[config.mk]
export PLATFORM = sky130hd
export DESIGN_NAME = player_input_ctrl
export DESIGN_NICKNAME = d
export VERILOG_FILES = /design/src/rtl/input_pkg.sv /design/src/rtl/key_dir_resolver.sv /design/src/rtl/player_input_ctrl.sv
export SDC_FILE = /design/constraint.sdc
export NUM_CORES = 1
export LEC_CHECK = 0
export ABC_AREA = 1
export CORE_AREA = 2 2 63 89
export DETAILED_ROUTE_END_ITERATION = 8
export DIE_AREA = 0 0 65 91
export PLACE_DENSITY = 0.8
export SLEW_MARGIN = 20
export SYNTH_ARGS = -nofsm -noshare
export SYNTH_HDL_FRONTEND = slang
export SYNTH_SLANG_ARGS = --single-unit
[constraint.sdc]
create_clock -name clk -period 4.3 [get_ports clk]
set_input_delay 0.43 -clock clk [delete_from_list [all_inputs] [get_ports clk]]
set_output_delay 0.43 -clock clk [all_outputs]
set_load 0.02 [all_outputs]
[src/rtl/input_pkg.sv]
// Shared types and default key codes for the player input controller.
package input_pkg;

    typedef enum logic [1:0] {
        MOVE_NONE  = 2'b00,
        MOVE_LEFT  = 2'b01,
        MOVE_RIGHT = 2'b10
    } move_t;

    typedef enum logic [1:0] {
        ARB_IDLE = 2'b00,
        ARB_REQ  = 2'b01,
        ARB_HOLD = 2'b10
    } arb_state_t;

    localparam logic [8:0]  DEF_P1_LEFT   = 9'h06B;
    localparam logic [8:0]  DEF_P1_RIGHT  = 9'h074;
    localparam logic [8:0]  DEF_P1_FIRE   = 9'h075;
    localparam logic [8:0]  DEF_P2_LEFT   = 9'h01C;
    localparam logic [8:0]  DEF_P2_RIGHT  = 9'h023;
    localparam logic [8:0]  DEF_P2_FIRE   = 9'h029;
    localparam logic [8:0]  DEF_KEY_PAUSE = 9'h058;
    localparam logic [15:0] DEF_COOLDOWN  = 16'd25000;

    localparam int unsigned NUM_KEYS = 6;

endpackage

[src/rtl/key_dir_resolver.sv]
// Resolves one player's left/right held flags into a registered move code,
// giving priority to the most recently pressed key.
module key_dir_resolver
    import input_pkg::*;
(
    input  logic       clk,
    input  logic       reset,
    input  logic       left_held,
    input  logic       right_held,
    input  logic       force_none,
    output logic [1:0] move
);

    logic  left_prev;
    logic  right_prev;
    logic  last_right;
    logic  last_right_next;
    move_t move_next;

    // Press order keeps tracking while forced idle so release behaviour stays correct.
    always_comb begin
        last_right_next = last_right;
        if (left_held && !left_prev) begin
            last_right_next = 1'b0;
        end else if (right_held && !right_prev) begin
            last_right_next = 1'b1;
        end

        move_next = MOVE_NONE;
        if (force_none) begin
            move_next = MOVE_NONE;
        end else if (left_held && right_held) begin
            move_next = last_right_next ? MOVE_RIGHT : MOVE_LEFT;
        end else if (left_held) begin
            move_next = MOVE_LEFT;
        end else if (right_held) begin
            move_next = MOVE_RIGHT;
        end
    end

    always_ff @(posedge clk) begin
        if (reset) begin
            left_prev  <= 1'b0;
            right_prev <= 1'b0;
            last_right <= 1'b0;
            move       <= MOVE_NONE;
        end else begin
            left_prev  <= left_held;
            right_prev <= right_held;
            last_right <= last_right_next;
            move       <= move_next;
        end
    end

endmodule

[src/rtl/player_input_ctrl.sv]
// Keyboard-driven player controls: per-key held flags, direction resolution,
// pause toggle and a round-robin shot arbiter with per-player cooldown.
module player_input_ctrl
    import input_pkg::*;
#(
    parameter logic [8:0]  P1_LEFT   = DEF_P1_LEFT,
    parameter logic [8:0]  P1_RIGHT  = DEF_P1_RIGHT,
    parameter logic [8:0]  P1_FIRE   = DEF_P1_FIRE,
    parameter logic [8:0]  P2_LEFT   = DEF_P2_LEFT,
    parameter logic [8:0]  P2_RIGHT  = DEF_P2_RIGHT,
    parameter logic [8:0]  P2_FIRE   = DEF_P2_FIRE,
    parameter logic [8:0]  KEY_PAUSE = DEF_KEY_PAUSE,
    parameter logic [15:0] COOLDOWN  = DEF_COOLDOWN
) (
    input  logic       clk,
    input  logic       reset,
    input  logic [8:0] keyCode,
    input  logic       make,
    input  logic       brakee,
    input  logic       shot_ack,
    output logic [1:0] p1_move,
    output logic [1:0] p2_move,
    output logic       shot_req,
    output logic       shot_player,
    output logic       paused
);

    logic [NUM_KEYS-1:0] key_hit;
    logic [NUM_KEYS-1:0] held;
    logic                pause_hit;
    logic                pause_held;
    logic                pause_toggle;

    logic [1:0]  fire_held;
    logic [1:0]  fire_prev;
    logic [1:0]  fire_rise;
    logic [1:0]  pending;
    logic [1:0]  cd_zero;
    logic [1:0]  eligible;
    logic [15:0] cooldown [2];
    logic        rr_ptr;

    arb_state_t state;
    arb_state_t state_next;
    logic       grant;
    logic       grant_p2;
    logic       serve;

    // Held-flag index order: P1 left/right/fire, then P2 left/right/fire.
    always_comb begin
        key_hit    = '0;
        key_hit[0] = (keyCode == P1_LEFT);
        key_hit[1] = (keyCode == P1_RIGHT);
        key_hit[2] = (keyCode == P1_FIRE);
        key_hit[3] = (keyCode == P2_LEFT);
        key_hit[4] = (keyCode == P2_RIGHT);
        key_hit[5] = (keyCode == P2_FIRE);
    end

    always_ff @(posedge clk) begin
        if (reset) begin
            held <= '0;
        end else begin
            for (int unsigned i = 0; i < NUM_KEYS; i++) begin
                if (key_hit[i]) begin
                    if (brakee) begin
                        held[i] <= 1'b0;
                    end else if (make) begin
                        held[i] <= 1'b1;
                    end
                end
            end
        end
    end

    // Auto-repeat makes arrive while the pause key is still held and must not re-toggle.
    assign pause_hit    = (keyCode == KEY_PAUSE);
    assign pause_toggle = pause_hit && make && !brakee && !pause_held;

    always_ff @(posedge clk) begin
        if (reset) begin
            pause_held <= 1'b0;
            paused     <= 1'b0;
        end else begin
            if (pause_hit && brakee) begin
                pause_held <= 1'b0;
            end else if (pause_hit && make) begin
                pause_held <= 1'b1;
            end
            if (pause_toggle) begin
                paused <= !paused;
            end
        end
    end

    key_dir_resolver u_p1_dir (
        .clk        (clk),
        .reset      (reset),
        .left_held  (held[0]),
        .right_held (held[1]),
        .force_none (paused),
        .move       (p1_move)
    );

    key_dir_resolver u_p2_dir (
        .clk        (clk),
        .reset      (reset),
        .left_held  (held[3]),
        .right_held (held[4]),
        .force_none (paused),
        .move       (p2_move)
    );

    assign fire_held = {held[5], held[2]};
    assign fire_rise = fire_held & ~fire_prev;
    assign cd_zero   = {cooldown[1] == '0, cooldown[0] == '0};
    assign eligible  = pending & cd_zero;

    always_comb begin
        state_next = state;
        grant      = 1'b0;
        grant_p2   = 1'b0;
        serve      = 1'b0;
        case (state)
            ARB_IDLE: begin
                if (!paused && (eligible != 2'b00)) begin
                    grant      = 1'b1;
                    grant_p2   = (eligible == 2'b10) || ((eligible == 2'b11) && rr_ptr);
                    state_next = ARB_REQ;
                end
            end
            ARB_REQ: begin
                if (shot_ack) begin
                    serve      = 1'b1;
                    state_next = ARB_HOLD;
                end
            end
            ARB_HOLD: state_next = ARB_IDLE;
            default:  state_next = ARB_IDLE;
        endcase
    end

    always_ff @(posedge clk) begin
        if (reset) begin
            state <= ARB_IDLE;
        end else begin
            state <= state_next;
        end
    end

    assign shot_req = (state == ARB_REQ);

    // Serving a player clears its request and reloads its lockout in the same edge.
    always_ff @(posedge clk) begin
        if (reset) begin
            fire_prev   <= '0;
            pending     <= '0;
            cooldown[0] <= '0;
            cooldown[1] <= '0;
            rr_ptr      <= 1'b0;
            shot_player <= 1'b0;
        end else begin
            fire_prev <= fire_held;
            if (grant) begin
                shot_player <= grant_p2;
                rr_ptr      <= !rr_ptr;
            end
            for (int unsigned p = 0; p < 2; p++) begin
                if (serve && (shot_player == p[0])) begin
                    pending[p]  <= 1'b0;
                    cooldown[p] <= COOLDOWN;
                end else begin
                    if (fire_rise[p] && !paused) begin
                        pending[p] <= 1'b1;
                    end
                    if (!paused && (cooldown[p] != '0)) begin
                        cooldown[p] <= cooldown[p] - 16'd1;
                    end
                end
            end
        end
    end

endmodule

Yosys cells after proc, flatten, opt, wreduce, memory -nomap -nowiden

Memories as Yosys holds them, arrays and structs flattened.
Index checks and enable logic that the tools add are counted.

Bits in writable memories: 32
Register bits after elaboration: 26
Memories kept: 1

Memory list:

| name     | depth | width | read ports | clocked after Yosys merged registers in | write ports | line                    | text |
|---|---|---|---|---|---|---|---|
| cooldown | 2     | 16    | 2          | 0                                       | 2           | player_input_ctrl.sv:40 | `logic [15:0] cooldown [2];` |

Eq/ne operators: 12
Mux-type cells: 43
Add/subtract/negate cells: 2
Bitwise gates (word level): 8
Reduce and logical (&&, ||, !) cells: 45

Operator list:

| cell                                                                   | number |
|---|---|
| 16-bit 2-to-1 mux                                                      | 4 |
| 9-bit by 7-bit equality test with 1-bit output (second input constant) | 4 |
| 16-bit logical NOT                                                     | 2 |
| 16-bit nonzero test                                                    | 2 |
| 16-bit by 1-bit subtractor with 16-bit output (second input constant)  | 2 |
| 1-bit 2-to-1 mux                                                       | 28 |
| 2-bit 2-to-1 mux                                                       | 10 |
| 9-bit by 6-bit equality test with 1-bit output (second input constant) | 2 |
| 1-bit logical AND                                                      | 18 |
| 2-bit AND reduction                                                    | 7 |
| 9-bit by 5-bit equality test with 1-bit output (second input constant) | 1 |
| 1-bit logical NOT                                                      | 8 |
| 2-bit OR reduction                                                     | 4 |
| 2-bit AND                                                              | 2 |
| 2-bit equality test (second input constant)                            | 2 |
| 2-bit inequality test (second input constant)                          | 2 |
| 1-bit bitwise OR                                                       | 4 |
| 2-bit case mux with 2 select lines                                     | 1 |
| 2-bit nonzero test                                                     | 2 |
| 2-bit by 1-bit equality test with 1-bit output (second input constant) | 1 |
| 2-bit logical NOT                                                      | 1 |
| 2-bit NOT                                                              | 1 |
| 1-bit logical OR                                                       | 1 |
| 1-bit NOT                                                              | 1 |

Longest topological paths before layout

Gate-level depths: netlist of run 1.

Depth in word-level cells: 8
Depth in mapped cells: 11
Depth with buffers taken out: 11

Hierarchy

A second synthesis of run 1 with hierarchy kept.

Cells, all modules: 408
Area, all modules: 3,213.1 µm²

Modules (own cells, without submodules):

| module            | sequential area each (µm²) | cells each | instances | area an instance (µm²) |
|---|---|---|---|---|
| player_input_ctrl | 1,281.2                    | 360        | 1         | 2,845.2 |
| key_dir_resolver  | 100.1                      | 24         | 2         | 183.9 |

Worst setup path after synthesis of run 1

OpenSTA, ideal clock, no wires.

Kind: register -> register
Start: memory cooldown[1][0]
End: memory cooldown[1][0], enable pin
Library setup time: 416 ps
Arrival: 1,676 ps
Slack: 2,208 ps
Stages on the path, launching flop included: 9
Cells stage by stage: edfxtp_1 inv_1 ha_1 nand2_1 nor2_1 nand3_1 nand2_4 buf_6 nand3_1

RTL lines:

| item            | line |
|---|---|
| start, declared | player_input_ctrl.sv:40 |

==> metrics.csv, run 1 <==
stage,metric,value,unit
floorplanning,die_w,65,microns
routing,num_vias,2420,
global_routing,first_global_vias,2354,
clock_network,cts_resized,0,
setup_path,setup.worst_path.class,input port to flop,
pwr,p_sw,371,uW
pwr,irDropWorstVdd,357,uV
timing,whs,464,ps
setup_path,cp_max_fo,16,
global_routing,grt_pass1_wl,9960,microns
setup_path,slowest_stage,clkdlybuf4s50_1,
global_routing,grt.overflow.total,0,
floorplanning,die_h,91,microns
timing,slew_viol_final,0,
pwr,p_leak,1.44,nW
clock_network,cts.htree.levels,3,
global_routing,grtUsageTotal,0.221,
timing,min_period_over_period,0.580,
floorplanning,std_cell_rows,31,
synth,ys_seq_elements,58,
setup_path,worstPathArrival,2370,ps
clock_network,cts_tree,yes,
setup_path,worst_ep_required_time,4180,ps
pwr,comb_power_share,0.131,
routing,drt.antenna.violating_nets,0,
setup_path,path_cells,clkdlybuf4s50_1 -> nor2_2 -> nand2_1 -> inv_1 -> nand2_4 -> nand3_1,
pwr,power.internal,1.01,mW
timing,setup_viol,0,
hold_path,hp-class,flop to flop,
synth,netlist_instances,364,
setup_path,cp-start-kind,input port,
global_routing,antenna_found_initial,0,
placement,placement.io_buffers,20,
clock_network,cts-root-buf,clkbuf_8,
routing,first_pass_iters,4,
setup_path,cpPeakStageDelay,900,ps
clock_network,postCtsHoldBufs,0,
routing,via_per_inst,5.24,
final_layout,fillers,396,
synth,syn-num-nets,380,
timing,hold_viol,0,
final_layout,syn2layout_area_growth,15.7,%
routing,drc_errors,0,
placement,dp_hpwl,4360,microns
final_layout,final-seq-area,1480,sq um
final_layout,final_area,3480,sq um
final_layout,layout.nets,407,
timing,relSlewSlack,0.494,
synth,yosysWarnings,0,
synth,yosysUniqueCellTypes,35,
final_layout,multi_input_area,1320,sq um
final_layout,fin_util,0.685,
routing,wire_per_inst,12.6,microns
routing,drt_wl_total,5820,microns
clock_network,cts_buffer_depth,2,
placement,place_congestion,0.875,
timing,worstMarginPinSlew,757,ps
floorplanning,ios,21,
run_status,status,completed,
synth,postSynthAreaPerCell,8.26,sq um
timing,skew,12.6,ps
final_layout,antenna_cells,0,
timing,max_freq,401,MHz
synth,syn_area,3010,sq um
floorplanning,dieArea,5920,sq um
setup_path,crit_path_end_kind,flop,
pwr,power_density,397,nW/um^2
timing,rsz0062_at_grt,false,
setup_path,critPathTopFamily,simple AND/OR/NAND/NOR gates,
timing,setup_tns,0,ps
timing,period_needed,2490,ps
clock_network,numClockSinks,58,
routing,dr.first_iter.drc_count,122,
pwr,p_sw_frac,0.269,
pwr,p_seq_frac,0.481,
setup_path,critPathBufInv,2,
placement,placedInstanceArea,3260,sq um
run,maxCapViolations,0,
floorplanning,core-area,5080,sq um
clock_network,post-cts-setup-buffers,0,
final_layout,drive_gt1_frac,0.116,
pwr,clockPowerShare,0.388,
global_routing,grt_max_degree,18,
clock_network,cts_buffers,9,
floorplanning,initial_utilization,0.592,
synth,synth-seq-area-share,0.493,
final_layout,layout.cells.non_filler,462,
placement,dp_cells,446,
clock_network,insertion_delay,350,ps
clock_network,cts.clk_slew.worst_paths,70,ps
[synth_stat cells]
cell / number / share of area
o21ai_4: 1 / 0.0054
nand4_1: 6 / 0.012
o22ai_1: 2 / 0.0042
nand4_2: 1 / 0.0042
buf_4: 1 / 0.0025
o21ai_0: 12 / 0.020
o211a_1: 1 / 0.0033
edfxtp_1: 32 / 0.32
inv_2: 2 / 0.0025
clkbuf_1: 1 / 0.0012
o21ai_2: 3 / 0.0087
buf_6: 2 / 0.0075
nor2_2: 5 / 0.010
nand2_4: 3 / 0.011
nand2_1: 58 / 0.072
inv_1: 44 / 0.055
a211oi_1: 4 / 0.010
clkinv_1: 1 / 0.0012
ha_1: 2 / 0.0083
nor2_1: 75 / 0.094
nor2_4: 3 / 0.011
o211ai_1: 2 / 0.0050
or2_2: 7 / 0.015
xor2_1: 7 / 0.020
nand2_2: 2 / 0.0042
o21a_1: 1 / 0.0025
dfxtp_1: 26 / 0.17
xnor2_1: 5 / 0.015
nor3_1: 11 / 0.018
nand3_2: 2 / 0.0067
nand3_1: 13 / 0.022
nor3_2: 1 / 0.0033
nand3b_1: 3 / 0.0075
a21oi_1: 23 / 0.038
nor3b_1: 2 / 0.0050
[stage by stage]
step / power (mW) / setup slack [ps]
after detailed placement: 0.854 / 1460
after global routing: 1.44 / 1650
after CTS: 1.39 / 1810
after floorplan: 0.807 / 2210
final: 1.38 / 1810
after global placement: 0.848 / 1510
[power by group through the flow]
stage	Clock (mW)	Sequential (mW)	Combinational (mW)
final	0.536	0.663	0.181
after global routing	0.563	0.668	0.206
after CTS	0.542	0.663	0.181
after detailed placement	0	0.675	0.179
after global placement	0	0.674	0.174
after floorplan	0	0.666	0.140
[kinds of logic after synthesis]
family | synth area share
and+or+nand+nor | 0.297
DFF | 0.493
buffers and inverters | 0.0699
AOI/OAI and AO/OA | 0.0974
xor gates and xnor gates | 0.0350
adders and majority gates | 0.00832
[metal layers]
layer / global-route usage / vias up / part of all wire
met3: 0.0347 / 16 / 0.030
met4: 0.140 / 0 / 0.037
met5: 0 / - / 0
met2: 0.398 / 52 / 0.54
met1: 0.232 / 1094 / 0.39
li1: - / 1258 / -
[flip-flops by register name, indices dropped and copies added, names as in the netlist, 2 cells and up]
signal,count
u_p2_dir.move,2
u_p1_dir.move,2
fire_prev,2
cooldown,32
pending,2
held,6
state,2
[layout by cell type, fill, tap and decap left out, drive strengths merged]
| master | netlist | final |
|---|---|---|
| nor2 | 83 | 83 |
| nand2 | 63 | 63 |
| inv | 46 | 46 |
| edfxtp | 32 | 32 |
| dfxtp | 26 | 26 |
| a21oi | 23 | 23 |
| clkdlybuf4s50 | 0 | 20 |
| o21ai | 16 | 16 |
| nand3 | 15 | 15 |
| nor3 | 12 | 12 |
| clkbuf | 1 | 10 |
| xor2 | 7 | 7 |
| or2 | 7 | 7 |
| nand4 | 7 | 7 |
| clkinv | 1 | 6 |
| xnor2 | 5 | 5 |
| a211oi | 4 | 4 |
| nand3b | 3 | 3 |
| o22ai | 2 | 2 |
| o211ai | 2 | 2 |
| nor3b | 2 | 2 |
| ha | 2 | 2 |
| o211a | 1 | 1 |
| o21a | 1 | 1 |
| bufinv | 0 | 1 |
[worst register-to-register path: stages (launching register included)]
cell and delay, ps:
edfxtp_1 420, inv_1 100, ha_1 250, nand2_1 110
nor2_1 150, nand3_1 150, nand2_4 220, nand3_1 580
[final cells by class]
cell class / count / share of cell area
timing repair buffer: 20 / 0.0576
inverter: 47 / 0.0507
tap: 66 / 0.0237
multi-input combinational: 255 / 0.378
sequential: 58 / 0.426
clock inverter: 6 / 0.0212
clock buffer: 10 / 0.0428
[path summary, 6_finish.rpt]
path,startpoint,cells past startpoint,to,slack (ps)
worst max-delay path,reset,6,cooldown[1][15],1810
worst min-delay path,held[2],2,fire_prev[0],460
worst max register to register,cooldown[1][0],7,cooldown[1][15],1860
worst min register to register,held[2],2,fire_prev[0],460
Power figures use the tool's default switching activity.
==> run 2: changes to the inputs <==
--- a/config.mk
+++ b/config.mk
@@ -6,10 +6,10 @@
 export NUM_CORES = 1
 export LEC_CHECK = 0
 export ABC_AREA = 1
-export CORE_AREA = 2 2 63 89
+export CORE_AREA = 2 2 67 95
 export DETAILED_ROUTE_END_ITERATION = 8
-export DIE_AREA = 0 0 65 91
-export PLACE_DENSITY = 0.8
+export DIE_AREA = 0 0 69 97
+export PLACE_DENSITY = 0.74
 export SLEW_MARGIN = 20
 export SYNTH_ARGS = -nofsm -noshare
 export SYNTH_HDL_FRONTEND = slang
==> constraint.sdc (replaced) <==
create_clock -name clk -period 2.1 [get_ports clk]
set_input_delay 0.21 -clock clk [delete_from_list [all_inputs] [get_ports clk]]
set_output_delay 0.21 -clock clk [all_outputs]
set_load 0.02 [all_outputs]
==> run 2 against run 1 <==
Setup slack got worse by 1600 ps. Cell area rose by 2.7%. Combinational power rose by 120%. Die area rose by 13%. Clock power rose by 110%. Sequential power rose by 110%.
==> metrics.csv, run 2 (synthesis results as in run 1) <==
stage,metric,value,unit
run_status,status,completed,
final_layout,drive_gt1_frac,0.135,
final_layout,regMostFlops,cooldown,
clock_network,cts_buffers,9,
clock_network,cts-root-buf,clkbuf_8,
setup_path,critPathBufInv,1,
setup_path,reg2reg_from,cooldown[0][0],
final_layout,largest_reg_flops,32,
setup_path,worstRegToRegCells,9,
timing,rsz0062_at_grt,false,
floorplanning,ios,21,
hold_path,worstHoldEndpoint,fire_prev[1],
setup_path,cpPeakStageDelay,400,ps
routing,drt.antenna.violating_nets,0,
clock_network,cts.clk_slew.worst_paths,70,ps
pwr,p_total,2.88,mW
clock_network,cts_buffer_depth,2,
timing,hold_viol,0,
timing,max_freq,532,MHz
placement,pre_cts_ws,175,ps
routing,via_per_inst,5.19,
timing,skew,13.8,ps
timing,fin_ws,219,ps
floorplanning,initial_utilization,0.520,
clock_network,numClockSinks,58,
setup_path,r2r-end,cooldown[1][13],
final_layout,layout_common_cells,"75 x nor2_1, 58 x nand2_1, 44 x inv_1, 32 x edfxtp_1, 26 x dfxtp_1",
setup_path,setup.worst_path.class,flop to flop,
placement,placement.io_buffers,20,
setup_path,cp.depth,9,
clock_network,postCtsHoldBufs,0,
global_routing,grt_max_degree,18,
global_routing,grt_pass1_wl,10600,microns
floorplanning,std_cell_rows,33,
routing,wire_per_inst,13.0,microns
clock_network,insertion_delay,340,ps
hold_path,hp-class,flop to flop,
global_routing,grtUsageTotal,0.203,
routing,dr.first_iter.drc_count,92,
final_layout,fin_util,0.618,
final_layout,layout.nets,417,
pwr,power_density,805,nW/um^2
setup_path,crit_top_cell,nand2_4,
final_layout,layout.cells.most_common,nor2_1,
setup_path,r2r_slack,220,ps
setup_path,critPathTopFamily,simple AND/OR/NAND/NOR gates,
setup_path,worst_ep_required_time,2200,ps
final_layout,syn2layout_area_growth,18.8,%
floorplanning,die_h,97,microns
timing,period_needed,1880,ps
timing,whs,465,ps
hold_path,hold_path_startpoint,held[5],
hold_path,hold-path-cell-count,2,
setup_path,crit_path_end_kind,flop,
timing,setup_tns,0,ps
clock_network,cts_tree,yes,
run,maxCapViolations,0,
clock_network,cts.htree.levels,3,
floorplanning,core-area,5780,sq um
timing,worstMarginPinSlew,407,ps
pwr,irDropWorstVdd,606,uV
final_layout,antenna_cells,0,
placement,dp_hpwl,4780,microns
timing,relSlewSlack,0.727,
timing,slew_viol_final,0,
global_routing,grt.overflow.total,0,
floorplanning,dieArea,6690,sq um
pwr,p_leak,1.50,nW
routing,drc_errors,0,
placement,place_congestion,0.879,
timing,min_period_over_period,0.896,
setup_path,crit_path_start,cooldown[0][0],
setup_path,slowest_stage,edfxtp_1,
setup_path,cp_max_fo,17,
setup_path,worstPathArrival,1980,ps
routing,drt_wl_total,6200,microns
final_layout,biggestRegsByFlops,"cooldown: 32 flops, held: 6 flops",
timing,setup_viol,0,
routing,first_pass_iters,4,
floorplanning,die_w,69,microns
setup_path,path_cells,inv_1 -> ha_1 -> nand3_2 -> nor2_4 -> nand2_2 -> nand2_4 -> o21ai_4 -> nand2_4 -> nand2_1,
global_routing,antenna_found_initial,0,
routing,num_vias,2472,
setup_path,cp-start-kind,flop,
global_routing,first_global_vias,2445,
==> run 2: worst max path at each step <==
| stage | to | slack, ps |
|---|---|---|
| 2_1_floorplan | cooldown[1][0] | 8 |
| 3_3_place_gp | cooldown[1][7] | 220 |
| 4_1_cts | cooldown[1][0] | 170 |
| 3_5_place_dp | cooldown[1][13] | 170 |
| 5_1_grt | cooldown[1][13] | 70 |
| 6_report | cooldown[1][13] | 220 |
==> run 2: cell type report <==
class                   count  area [sq um]
clock buffers              13           180
clock inverters             3          43.8
fillers                   511          2210
inverters                  47           176
multi-input cells         255          1320
flip-flops and latches     58          1480
well taps                  70          87.6
repair buffers             30           288
==> run 2: timing repair <==
action / 4_1_cts / 5_1_grt
endpoints found under the setup margin: 0 / 16
resized for setup: 0 / 0
buffers inserted: 0 / 2
==> run 2: per-stage QoR <==
step / area, sq um / cells
after floorplan: 3010 / 364
after global placement: 3330 / 458
after detailed placement: 3330 / 458
after CTS: 3560 / 474
after global routing: 3570 / 476
final: 3570 / 476
==> run 2: report_power, final <==
part / leakage, nW / total, mW / internal [mW] / switching [mW]
sequential: 0.554 / 1.36 / 1.29 / 0.0681
combinational: 0.829 / 0.398 / 0.161 / 0.237
clock: 0.115 / 1.12 / 0.685 / 0.434
total: 1.50 / 2.88 / 2.14 / 0.739
==> run 2: layer usage <==
metal,part of all wire,GRT usage,up-vias
li1,-,-,1264
met1,0.38,0.201,1136
met2,0.55,0.365,57
met3,0.038,0.0583,15
met4,0.028,0.124,0
met5,0,0,-
==> run 2: worst min-delay path, stage by stage, from the launching register on <==
cell and delay [ps]:
dfxtp_1 300, inv_1 80, nor2_1 40
